`config.mk`:
```
export PLATFORM = sky130hd
export DESIGN_NAME = mem_port_arbiter
export DESIGN_NICKNAME = d
export VERILOG_FILES = /design/src/rtl/mem_port_arbiter.sv
export SDC_FILE = /design/constraint.sdc
export NUM_CORES = 1
export LEC_CHECK = 0
export BUFFER_PORTS_ARGS = -buffer_cell sky130_fd_sc_hd__buf_2
export CORE_UTILIZATION = 25
export DETAILED_ROUTE_END_ITERATION = 6
export GPL_ROUTABILITY_DRIVEN = 0
export PLACE_DENSITY = 0.52
export SLEW_MARGIN = 10
export SYNTH_ARGS = -nofsm -noshare
export SYNTH_HDL_FRONTEND = slang
export SYNTH_SLANG_ARGS = --single-unit
```
`constraint.sdc`:
```
create_clock -name CLK -period 5.89 [get_ports CLK]
set_clock_uncertainty 0.05 [all_clocks]
set_input_delay 1.178 -clock CLK [delete_from_list [all_inputs] [get_ports CLK]]
set_output_delay 1.178 -clock CLK [all_outputs]
set_load 0.02 [all_outputs]
```
`src/rtl/mem_port_arbiter.sv`:
```
// mem_port_arbiter
//   Shares one single-port instruction/data memory between the fetch stage
//   and the load/store unit. One access is outstanding at a time. Responses
//   are routed back to whichever requester owns the access. A branch flush
//   drops a stale instruction response. Data traffic may win at most
//   MAX_LS_RUN consecutive grants while a fetch is waiting.
//
// Ports
//   CLK, RES          rising-edge clock, asynchronous active-high reset
//   IF_REQ/ADDR/FLUSH fetch request, PC and branch-taken flush
//   IF_GNT/STALL      fetch accepted this cycle / hold the PC
//   IF_RVALID/RDATA   registered instruction response (1-cycle pulse)
//   LS_REQ/WE/BE/ADDR/WDATA  load/store request
//   LS_GNT            load/store accepted this cycle
//   LS_RVALID/RDATA   load data or store ack (1-cycle pulse)
//   M_REQ/WE/BE/ADDR/WDATA   memory request, held stable until M_READY
//   M_READY/M_RDATA   memory completion and read data
module mem_port_arbiter #(
  parameter int AW         = 32,
  parameter int DW         = 32,
  parameter int MAX_LS_RUN = 4
) (
  input  logic            CLK,
  input  logic            RES,
  input  logic            IF_REQ,
  input  logic [AW-1:0]   IF_ADDR,
  input  logic            IF_FLUSH,
  output logic            IF_GNT,
  output logic            IF_RVALID,
  output logic [DW-1:0]   IF_RDATA,
  output logic            IF_STALL,
  input  logic            LS_REQ,
  input  logic            LS_WE,
  input  logic [DW/8-1:0] LS_BE,
  input  logic [AW-1:0]   LS_ADDR,
  input  logic [DW-1:0]   LS_WDATA,
  output logic            LS_GNT,
  output logic            LS_RVALID,
  output logic [DW-1:0]   LS_RDATA,
  output logic            M_REQ,
  output logic            M_WE,
  output logic [DW/8-1:0] M_BE,
  output logic [AW-1:0]   M_ADDR,
  output logic [DW-1:0]   M_WDATA,
  input  logic            M_READY,
  input  logic [DW-1:0]   M_RDATA
);

  localparam int BW = DW / 8;
  localparam int RW = $clog2(MAX_LS_RUN + 1);
  localparam logic [RW-1:0] RUN_MAX = RW'(MAX_LS_RUN);

  typedef enum logic [1:0] {IDLE, BUSY_IF, BUSY_LS} state_t;

  state_t          state_q, state_d;
  logic [RW-1:0]   run_q, run_d;
  logic            drop_q, drop_d;
  logic            m_req_q, m_req_d;
  logic            m_we_q, m_we_d;
  logic [BW-1:0]   m_be_q, m_be_d;
  logic [AW-1:0]   m_addr_q, m_addr_d;
  logic [DW-1:0]   m_wdata_q, m_wdata_d;
  logic            if_rvalid_q, if_rvalid_d;
  logic [DW-1:0]   if_rdata_q, if_rdata_d;
  logic            ls_rvalid_q, ls_rvalid_d;
  logic [DW-1:0]   ls_rdata_q, ls_rdata_d;

  logic            idle;
  logic            ls_gnt;
  logic            if_gnt;

  // Grants are combinational from IDLE and forced low while in reset so
  // that IF_STALL simply mirrors IF_REQ during reset.
  assign idle   = (state_q == IDLE);
  assign ls_gnt = ~RES & idle & LS_REQ & (~IF_REQ | (run_q < RUN_MAX));
  assign if_gnt = ~RES & idle & ~ls_gnt & IF_REQ & ~IF_FLUSH;

  always_comb begin
    state_d     = state_q;
    run_d       = run_q;
    drop_d      = drop_q;
    m_req_d     = m_req_q;
    m_we_d      = m_we_q;
    m_be_d      = m_be_q;
    m_addr_d    = m_addr_q;
    m_wdata_d   = m_wdata_q;
    if_rvalid_d = 1'b0;
    if_rdata_d  = if_rdata_q;
    ls_rvalid_d = 1'b0;
    ls_rdata_d  = ls_rdata_q;

    case (state_q)
      IDLE: begin
        if (ls_gnt) begin
          state_d   = BUSY_LS;
          m_req_d   = 1'b1;
          m_we_d    = LS_WE;
          m_be_d    = LS_BE;
          m_addr_d  = LS_ADDR;
          m_wdata_d = LS_WDATA;
          run_d     = (run_q == RUN_MAX) ? run_q : run_q + RW'(1);
        end else if (if_gnt) begin
          state_d   = BUSY_IF;
          m_req_d   = 1'b1;
          m_we_d    = 1'b0;
          m_be_d    = '1;
          m_addr_d  = IF_ADDR;
          m_wdata_d = '0;
          run_d     = '0;
        end
      end
      BUSY_IF: begin
        // A flush anywhere in the access, including its completing cycle,
        // poisons the response; the memory access itself still finishes.
        if (IF_FLUSH) drop_d = 1'b1;
        if (m_req_q && M_READY) begin
          state_d = IDLE;
          m_req_d = 1'b0;
          drop_d  = 1'b0;
          if (!(drop_q || IF_FLUSH)) begin
            if_rvalid_d = 1'b1;
            if_rdata_d  = M_RDATA;
          end
        end
      end
      BUSY_LS: begin
        if (m_req_q && M_READY) begin
          state_d     = IDLE;
          m_req_d     = 1'b0;
          ls_rvalid_d = 1'b1;
          // Stores only acknowledge; the last load data is kept.
          if (!m_we_q) ls_rdata_d = M_RDATA;
        end
      end
      default: state_d = IDLE;
    endcase
  end

  always_ff @(posedge CLK or posedge RES) begin
    if (RES) begin
      state_q     <= IDLE;
      run_q       <= '0;
      drop_q      <= 1'b0;
      m_req_q     <= 1'b0;
      m_we_q      <= 1'b0;
      m_be_q      <= '0;
      m_addr_q    <= '0;
      m_wdata_q   <= '0;
      if_rvalid_q <= 1'b0;
      if_rdata_q  <= '0;
      ls_rvalid_q <= 1'b0;
      ls_rdata_q  <= '0;
    end else begin
      state_q     <= state_d;
      run_q       <= run_d;
      drop_q      <= drop_d;
      m_req_q     <= m_req_d;
      m_we_q      <= m_we_d;
      m_be_q      <= m_be_d;
      m_addr_q    <= m_addr_d;
      m_wdata_q   <= m_wdata_d;
      if_rvalid_q <= if_rvalid_d;
      if_rdata_q  <= if_rdata_d;
      ls_rvalid_q <= ls_rvalid_d;
      ls_rdata_q  <= ls_rdata_d;
    end
  end

  assign IF_GNT    = if_gnt;
  assign LS_GNT    = ls_gnt;
  assign IF_STALL  = IF_REQ & ~if_gnt;
  assign IF_RVALID = if_rvalid_q;
  assign IF_RDATA  = if_rdata_q;
  assign LS_RVALID = ls_rvalid_q;
  assign LS_RDATA  = ls_rdata_q;
  assign M_REQ     = m_req_q;
  assign M_WE      = m_we_q;
  assign M_BE      = m_be_q;
  assign M_ADDR    = m_addr_q;
  assign M_WDATA   = m_wdata_q;

endmodule

```
## Word-level counts from Yosys, hierarchy flattened

Cells that the tools add are included.

- $add $sub $neg: 1
- Multipliers: 0
- Div/mod/pow operators: 0
- Magnitude comparators: 1
- Eq/ne operators: 6
- Shift operators: 0
- Muxes and demuxes: 26
- Bitwise operators: 15
- Reduce and logical (&&, ||, !) cells: 14

Operator list:

| operator | number |
|---|---|
| 2-to-1 mux 32 bit | 4 |
| 2-to-1 mux 1 bit | 12 |
| AND reduction 3 bit | 4 |
| 2-to-1 mux 3 bit | 3 |
| 2-to-1 mux 4 bit | 2 |
| AND 1 bit | 7 |
| inverter 1 bit | 7 |
| 2-to-1 mux 2 bit | 3 |
| AND reduction 2 bit | 3 |
| nonzero test 2 bit | 3 |
| case mux 2 bit (2 select lines) | 1 |
| adder 3 x 1 -> 3 bit, second input constant | 1 |
| equality test 3 bit, second input constant | 1 |
| < comparator 3 bit, second input constant | 1 |
| != test 3 x 1 -> 1 bit, second input constant | 1 |
| equality test 2 x 1 -> 1 bit, second input constant | 1 |
| equality test 2 bit, second input constant | 1 |
| logical NOT 2 bit | 1 |
| != test 2 x 1 -> 1 bit, second input constant | 1 |
| != test 2 bit, second input constant | 1 |
| case mux 1 bit (2 select lines) | 1 |
| OR reduction 2 bit | 1 |
| logical AND 1 bit | 1 |
| logical OR 1 bit | 1 |
| bitwise OR 1 bit | 1 |

- Register bits after elaboration: 142
- Bits in latches: 0
- Bits in writable memories: 0
- Bits in read-only memories: 0
- Input bits: 139
- Output and inout bits: 139
- Logic and storage cells: 75
- Memories kept: 0

## Logic depth before layout (Yosys ltp)

Gate-level depths: netlist (run 1).

- Depth after elaboration: 11
- Depth in mapped cells: 7
- Mapped depth without buffers: 7

## Worst setup path after synthesis (run 1)

No wires, ideal clock.

- Path kind: input-to-output
- From: in IF_REQ
- To: out IF_STALL
- Arrival: 2.074 ns
- Data required time: 4.662 ns
- Slack: 2.588 ns
- Cell stages on the path: 4
- Path buffers: 1
- Path through: nor2b_1 nand3_1 clkbuf_1 and2_1

- Longest elaborated chain between the ends: 9

RTL lines:

| item | line | source |
|---|---|---|
| start: declaration | 25 | `input logic IF_REQ,` |
| inverter 1 bit | 75 | `assign ls_gnt = ~RES & idle & LS_REQ & (~IF_REQ \| (run_q < RUN_MAX));` |
| bitwise OR 1 bit | 75 |  |
| AND 1 bit | 75 |  |
| inverter 1 bit | 76 | `assign if_gnt = ~RES & idle & ~ls_gnt & IF_REQ & ~IF_FLUSH;` |
| AND 1 bit (3 in a row) | 76 |  |
| inverter 1 bit | 171 | `assign IF_STALL = IF_REQ & ~if_gnt;` |
| AND 1 bit (*) | 171 |  |
| end: declaration | 31 | `output logic IF_STALL,` |

Mark *: on every way between the ends. The rest lies on a longest branch, timed or not.

## Final worst setup path (run 1)

- From: in RES
- To: out IF_STALL

- Longest elaborated chain between the ends: 10

RTL lines:

| item | line | source |
|---|---|---|
| start: declaration | 24 | `input logic RES,` |
| inverter 1 bit (*) | 75, 76 |  |
| AND 1 bit (*) | 75, 76 |  |
| AND 1 bit (2 in a row) | 75 |  |
| inverter 1 bit | 76 |  |
| AND 1 bit (*) (3 in a row) | 76 |  |
| inverter 1 bit (*) | 171 |  |
| AND 1 bit (*) | 171 |  |

Marks and branches as above.

==> flow_summary.ini, run 1 <==
[global_routing]
antenna_found_initial = 0
grtUsageTotal_pct = 13.3
grt_pass1_wl_um = 22900
grt_pass1_vias = 4335
grt_overflow = 0
grt_max_degree = 95

[floorplanning]
coreArea_um2 = 21300
dieArea_um2 = 22600
start_util_pct = 25.9
fp.dieW_um = 150
fp.dieH_um = 150
rows = 53
io_pins = 278

[critical_path]
cpMostUsedCell = buf_2
slowest_delay_ns = 0.56
critical_path_peak_fanout = 20
path_class = primary input to output pin
endpoint_kind = output pin
worst_setup_path_start_kind = primary input
slowest_stage = nand3_1
worst-endpoint-required_ns = 4.66
crit_chain = buf_2 > nor2b_1 > nand3_1 > buf_4 > and2_1 > buf_2
crit_arrival_ns = 2.87

[clock_network]
clock_path_buffers = 2
cts_tree = yes
holdBufCountCts = 0
cts-resized-gates = 0
numClockSinks = 142
insertion_delay_ns = 0.42
cts_made_buffers = 17
post_cts_buffers = 0
cts-htree-levels = 4
clk_pin_slew_worst_paths_ns = 0.06
cts_root_buf = clkbuf_16

[pwr]
p_per_area_nw_per_um2 = 586
ir_drop_mv = 0.216
power_mw = 4.57
p_leak_nw = 3.95

[run]
cap_violations = 0

[drt]
routedWlPerCell_um = 15.1
wl_um = 14700
num_vias = 4241
drc = 0
drtIter0Drc = 112
first_pass_iters = 4
via_per_inst = 4.34
ant_nets = 0

[cells_and_area]
final_common_cell = buf_2
syn_to_final_growth_pct = 41.5
drive_gt1_share_pct = 54.7
nFillCells = 2148
antenna_cells = 0
nNetsFinal = 833
instances_no_fill = 977
final_cell_mix = buf_2 (277), dfrtp_1 (142), nor2_1 (65)

[synthesis]
synth_nets = 553
syn_inst = 409
synth-seq-area-share_pct = 64.5
yosysUniqueCellTypes = 34
synth-seq-cells = 142
avgSynthCellArea_um2 = 13.5
yosys_warnings = 0
syn_area_um2 = 5510

[sta]
tightest_slew_ns = 0.985
max_slew_margin_pct = 34.2
setup_slack_ns = 1.79
setup_viol = 0
fin_crit_sh_pct = 69.6
layout_min_cycle_time_ns = 4.10
finalHoldViolCount = 0
clock.fmax_mhz = 244
rsz0062_at_grt = false
report.final.slew_viol_count = 0
fin_setup_tns_ns = 0

[run_status]
outcome = finished, final reports clean

[hold_path]
hold_path_class = register to register

[placement]
dp_hpwl_um = 10300
dp_cells = 945
portBuffers = 277
dp_slack_ns = 1.79
==> critical path: cells and delay by family <==
family / cells / cell delay [ns]
buffers and inverters: 3 / 0.73
AND/OR/NAND/NOR: 3 / 0.96
==> synth_stat cells (all sizes together) <==
library cell,number,share of area (%)
nor4b,1,0.43
nor3,1,0.091
nor2b,2,0.23
o21ai,3,0.27
and3,1,0.11
a22o,35,5.6
o22ai,32,3.6
nor2,65,4.4
a21boi,1,0.14
mux2i,2,0.36
o22a,4,0.64
a21oi,4,0.57
clkbuf,7,0.48
a31oi,1,0.11
mux2,64,13
a21bo,1,0.18
and4b,1,0.18
nand2,5,0.39
a311o,1,0.18
dfrtp,142,64
and2,1,0.11
o2bb2ai,1,0.16
nand3,1,0.091
buf,15,1.9
ha,5,1.1
nand2b,4,0.45
inv,9,0.61
==> path summary, 6_finish.rpt <==
check                              from           end  slack, ns  cells past startpoint
setup / recovery                    RES      IF_STALL       1.79                      6
hold / removal             IF_RDATA[26]  IF_RDATA[26]       0.45                      1
setup reg to reg             state_q[0]    M_ADDR[17]       3.54                      7
hold reg to reg            IF_RDATA[26]  IF_RDATA[26]       0.45                      1
max in group asynchronous           RES  LS_RDATA[18]       3.69                      3
min in group asynchronous           RES    M_ADDR[18]       0.92                      2
==> per-layer routing <==
metal | routed length (um) | share of wire, % | GRT usage, %
met5 | 0 | 0 | 0
met4 | 181 | 1.2 | 4.85
met3 | 1100 | 7.5 | 4.45
met2 | 7130 | 48 | 22.1
met1 | 6300 | 43 | 15.9
==> state kept, by name, indices dropped and copies added (netlist names) <==
register,cells
LS_RDATA,32
M_WDATA,32
M_REQ,1
IF_RDATA,32
drop_q,1
M_WE,1
LS_RVALID,1
IF_RVALID,1
M_BE,4
M_ADDR,32
state_q,2
run_q,3
==> final cells by class <==
type | instances | area [um2] | area share [%]
Clock buffer | 19 | 443 | 5.68
Clock inverter | 13 | 186 | 2.39
Inverter | 9 | 38.8 | 0.498
Multi-Input combinational cell | 236 | 1800 | 23.1
Sequential cell | 142 | 3550 | 45.6
Tap cell | 275 | 344 | 4.41
Timing Repair Buffer | 283 | 1430 | 18.4
==> power breakdown <==
group,leakage (nW),switching (mW),total [mW],internal (mW)
registers,1.73,0.227,1.65,1.42
logic,1.93,1.06,1.75,0.698
clock network,0.296,0.441,1.16,0.723
==> kinds of logic after synthesis <==
family	after synthesis	synth area share, %
flip-flops	142	64.5
AO/OA/AOI/OAI	83	11.4
AND/OR/NAND/NOR	82	6.52
multiplexers	66	13.4
buffers and inverters	31	2.97
adder cells (fa/ha/maj)	5	1.14
==> per-stage QoR <==
| step | hold slack (ns) | cell area, um2 | util, % |
|---|---|---|---|
| after floorplan | 0.423 | 5510 | - |
| after global placement | 0.421 | 7170 | 33.7 |
| after detailed placement | 0.437 | 7170 | 33.7 |
| after CTS | 0.451 | 7800 | 36.6 |
| after global routing | 0.459 | 7800 | 36.6 |
| final | 0.448 | 7800 | 36.6 |
Power figures use the tool's default switching activity.
==> run 2, diff against run 1 <==
PLACE_DENSITY = 0.54   (was 0.52)
clock period = 3.55 ns   (was 5.89 ns; I/O delays follow)
==> run 2 against run 1 <==
Effect of this change:
- sequential cell count did not move
- clock power is 64% higher
- final cell count is 0.10% higher
- register-to-register slack lost 2.1 ns
- design area increased by 0.24%
- highest routed layer unchanged
- critical endpoint unchanged
- critical path depth is the same
==> flow_summary.ini, run 2 (synthesized netlist as in run 1, its figures left out) <==
[run_status]
outcome = finished, final reports clean

[drt]
routedWlPerCell_um = 14.6
via_per_inst = 4.30
drc = 0
ant_nets = 0
drtIter0Drc = 116
num_vias = 4201
wl_um = 14300
first_pass_iters = 4

[hold_path]
hold_end = IF_RDATA[26]
hp-start = IF_RDATA[26]
holdPathStages = 1
hold_path_class = register to register

[pwr]
p_per_area_nw_per_um2 = 964
clkPwrFrac_pct = 25.3
switchingPower_mw = 2.82
intPower_mw = 4.72
switching_share_pct = 37.4
p_comb_share_pct = 38.5
p_seq_share_pct = 36.2
ir_drop_mv = 0.334
p_leak_nw = 3.96

[floorplanning]
dieArea_um2 = 22600
coreArea_um2 = 21300
start_util_pct = 25.9
fp.dieW_um = 150
io_pins = 278
fp.dieH_um = 150
rows = 53

[cells_and_area]
final_common_cell = buf_2
drive_gt1_share_pct = 54.6
nFillCells = 2114
final_util_pct = 36.7
instances_no_fill = 978
final_cell_mix = buf_2 (277), dfrtp_1 (142), nor2_1 (65)
design_area_um2 = 7820
nNetsFinal = 834
multiInputGateArea_um2 = 1800
syn_to_final_growth_pct = 41.8
antenna_cells = 0
regArea_um2 = 3550

[critical_path]
slowest_delay_ns = 0.40
path_class = register to output pin
crit_buf_inv = 2
regToRegEndpoint = LS_RDATA[14]
crit_family = simple AND/OR/NAND/NOR gates
crit_chain = inv_1 > ha_1 > nor2b_1 > nand3_1 > and2_1 > buf_2
endpoint_kind = output pin
worst-endpoint-required_ns = 2.79
crit_arrival_ns = 1.91
r2r-start = state_q[0]
critical_path_peak_fanout = 5
slowest_stage = dfrtp_1
r2r_slack_ns = 1.43
reg2reg_depth = 5
worstSetupStartpoint = state_q[0]
worst_setup_path_start_kind = register

[placement]
dp_cells = 946
portBuffers = 277
dpl_cell_area_um2 = 7190
dp_hpwl_um = 9840

[clock_network]
cts-resized-gates = 0
cts_tree = yes
numClockSinks = 142
post_cts_buffers = 0
clock_path_buffers = 2
cts-htree-levels = 4
clk_pin_slew_worst_paths_ns = 0.06
cts_made_buffers = 17
cts_root_buf = clkbuf_16
insertion_delay_ns = 0.41
holdBufCountCts = 0

[global_routing]
grt_pass1_vias = 4230
antenna_found_initial = 0
grt_pass1_wl_um = 22100
grtUsageTotal_pct = 12.8
grt_max_degree = 143
grt_overflow = 0

[sta]
max_slew_margin_pct = 38.6
setup_viol = 0
fin_setup_tns_ns = 0
report.final.slew_viol_count = 0
finalHoldViolCount = 0
layout_min_cycle_time_ns = 2.67
rsz0062_at_grt = false
tightest_slew_ns = 0.921
clock.fmax_mhz = 375
fin_crit_sh_pct = 75.2
hold_slack_ns = 0.446

[run]
cap_violations = 0
run 2: final cells by class:
class	count	area share (%)
Sequential cell	142	45.5
Multi-Input combinational cell	236	23.0
Timing Repair Buffer	284	18.6
Clock buffer	20	5.72
Tap cell	275	4.40
Clock inverter	12	2.34
Inverter	9	0.480
run 2: power groups by stage:
stage | registers (mW) | clock network (mW) | logic (mW)
floorplan | 3.63 | 0 | 0.993
global placement | 2.74 | 0 | 2.93
detailed placement | 2.75 | 0 | 2.96
CTS | 2.74 | 1.98 | 2.95
global route | 2.83 | 2.06 | 3.15
finish | 2.73 | 1.90 | 2.90
run 2: metal layers:
metal  vias up  global-route usage, %  wire length (um)  share of wire, %
li1       2030                      -                 -                 -
met1      1995                   15.2              6040                42
met2       171                   21.6              7070                50
met3         5                   4.09              1010               7.1
met4         0                   4.49               138              0.97
met5         -                      0                 0                 0
run 2: worst max-delay path by stage:
stage / end / slack, ns / cells past startpoint
floorplan: IF_RDATA[0] / 1.01 / 1
global placement: IF_STALL / 1.14 / 5
detailed placement: IF_STALL / 1.15 / 5
CTS: IF_STALL / 0.84 / 6
global route: IF_STALL / 0.71 / 6
finish: IF_STALL / 0.88 / 6
run 2: per-stage QoR:
stage                     setup slack, ns  power, mW
after global placement               1.14       5.68
after CTS                           0.841       7.67
final                               0.881       7.54
after detailed placement             1.15       5.71
after floorplan                      1.01       4.62
after global routing                0.707       8.04
==> run 3, diff against run 2 <==
PLACE_DENSITY = 0.52   (was 0.54)
clock period = 2.5 ns   (was 3.55 ns; I/O delays follow)
==> run 3 against run 2 <==
Effect of this change:
- hold slack got worse by 0.20 ns
- critical path depth did not move
- combinational power rose by 44%
- via count rose by 1.1%
- die area did not move
- critical path type unchanged
- critical endpoint unchanged
- largest cell class unchanged
- largest power group unchanged
==> flow_summary.ini, run 3 (synthesized netlist as in run 1, its figures left out) <==
[critical_path]
critical_path_peak_fanout = 5
slowest_stage = dfrtp_1
r2r-start = state_q[0]
crit_buf_inv = 2
worst-endpoint-required_ns = 1.95
r2r_slack_ns = 0.70
crit_family = simple AND/OR/NAND/NOR gates
slowest_delay_ns = 0.40
crit_chain = inv_1 > ha_1 > nor2b_2 > nand3_2 > and2_1 > buf_2
worst_setup_path_start_kind = register
endpoint_kind = output pin
worstSetupStartpoint = state_q[0]
path_class = register to output pin
crit_arrival_ns = 1.82

[drt]
first_pass_iters = 4
wl_um = 14700
num_vias = 4246
drc = 0
via_per_inst = 4.33
routedWlPerCell_um = 15.0
drtIter0Drc = 134
ant_nets = 0

[clock_network]
holdBufCountCts = 0
clock_path_buffers = 2
cts-htree-levels = 4
cts_root_buf = clkbuf_16
clk_pin_slew_worst_paths_ns = 0.06
insertion_delay_ns = 0.40
cts_made_buffers = 17
cts_tree = yes
numClockSinks = 142

[global_routing]
grt_pass1_wl_um = 22900
grt_overflow = 0
grtUsageTotal_pct = 13.3
grt_pass1_vias = 4314
antenna_found_initial = 0
grt_max_degree = 102

[pwr]
clkPwrFrac_pct = 25.9
p_leak_nw = 4.00
ir_drop_mv = 0.515
p_comb_share_pct = 38.4
p_seq_share_pct = 35.8
intPower_mw = 6.86
switching_share_pct = 36.9
p_per_area_nw_per_um2 = 1380
switchingPower_mw = 4.01

[sta]
finalHoldViolCount = 0
tightest_slew_ns = 0.561
setup_slack_ns = 0.130
fin_setup_tns_ns = 0
clock.fmax_mhz = 422
fin_crit_sh_pct = 94.8
max_slew_margin_pct = 62.6
setup_viol = 0
rsz0062_at_grt = false
report.final.slew_viol_count = 0
layout_min_cycle_time_ns = 2.37

[floorplanning]
fp.dieH_um = 150
fp.dieW_um = 150
start_util_pct = 25.9
io_pins = 278
dieArea_um2 = 22600
coreArea_um2 = 21300
rows = 53

[cells_and_area]
nNetsFinal = 836
nFillCells = 2112
multiInputGateArea_um2 = 1810
regArea_um2 = 3550
drive_gt1_share_pct = 55.1
syn_to_final_growth_pct = 43.2
final_common_cell = buf_2
design_area_um2 = 7890
final_cell_mix = buf_2 (277), dfrtp_1 (142), nor2_1 (65)

[placement]
portBuffers = 277
dp_hpwl_um = 10400
dpl_cell_area_um2 = 7230
dp_slack_ns = 0.439

[run_status]
outcome = finished, final reports clean

[hold_path]
hold_path_class = primary input to asynchronous set/reset pin

[run]
cap_violations = 0
[run 3: cell count changes in the layout (fill, tap and decap cells not counted), sizes merged]
cell      previous run  this run
clkinvlp             4         2
bufinv               4         5
clkbuf              20        21
inv                 11         8
clkinv               2         4
buf                284       286
diode                0         1
[run 3: final cells by class]
| type | instances | share of cell area, % |
|---|---|---|
| antenna | 1 | 0.0317 |
| clock buffer | 21 | 5.96 |
| clock inverter | 10 | 2.35 |
| inverter | 9 | 0.476 |
| multi-input combinational | 236 | 22.9 |
| sequential | 142 | 45.0 |
| tap | 275 | 4.36 |
| timing repair buffer | 286 | 18.9 |
[run 3: routing by layer]
layer / global-route usage [%] / up-vias / share of wire [%]
met1: 16.3 / 2027 / 44
met3: 4.39 / 14 / 7.1
met2: 21.7 / 176 / 48
li1: - / 2029 / -
met4: 4.44 / 0 / 1.4
met5: 0 / - / 0
[run 3: worst paths after layout]
path,to,depth (start not counted)
min in group CLK,M_WDATA[23],2
max reg2reg,M_WDATA[13],7
min reg2reg,IF_RDATA[26],1
max in group asynchronous,M_ADDR[1],3
min,run_q[0],3
max,IF_STALL,6
[run 3: stage by stage]
step | util (%) | cells | hold WS, ns | power [mW]
floorplan | - | 409 | 0.423 | 6.57
global placement | 33.9 | 948 | 0.428 | 8.10
detailed placement | 33.9 | 948 | 0.429 | 8.16
CTS | 37.0 | 979 | 0.223 | 11.1
global route | 37.1 | 979 | 0.219 | 11.6
finish | 37.1 | 980 | 0.245 | 10.9
[run 3: worst min-delay path: stages]
cell and delay [ns]:
buf_2 0.13, clkinvlp_4 0.10, buf_12 0.41
[run 3: timing repair]
| item | in CTS | in global routing |
|---|---|---|
| hold endpoints to repair | 0 | 0 |
| buffers inserted | 0 | 0 |
| cloned | 0 | 0 |
| endpoints found under the setup margin | 2 | 3 |
| gates resized for setup | 1 | 1 |
[run 3: power by group through the flow]
stage               clock [mW]  combinational (mW)  sequential, mW
finish                    2.81                4.17            3.89
global route              3.01                4.54            4.05
CTS                       2.92                4.24            3.91
detailed placement           0                4.24            3.92
global placement             0                4.20            3.90
floorplan                    0                1.41            5.16
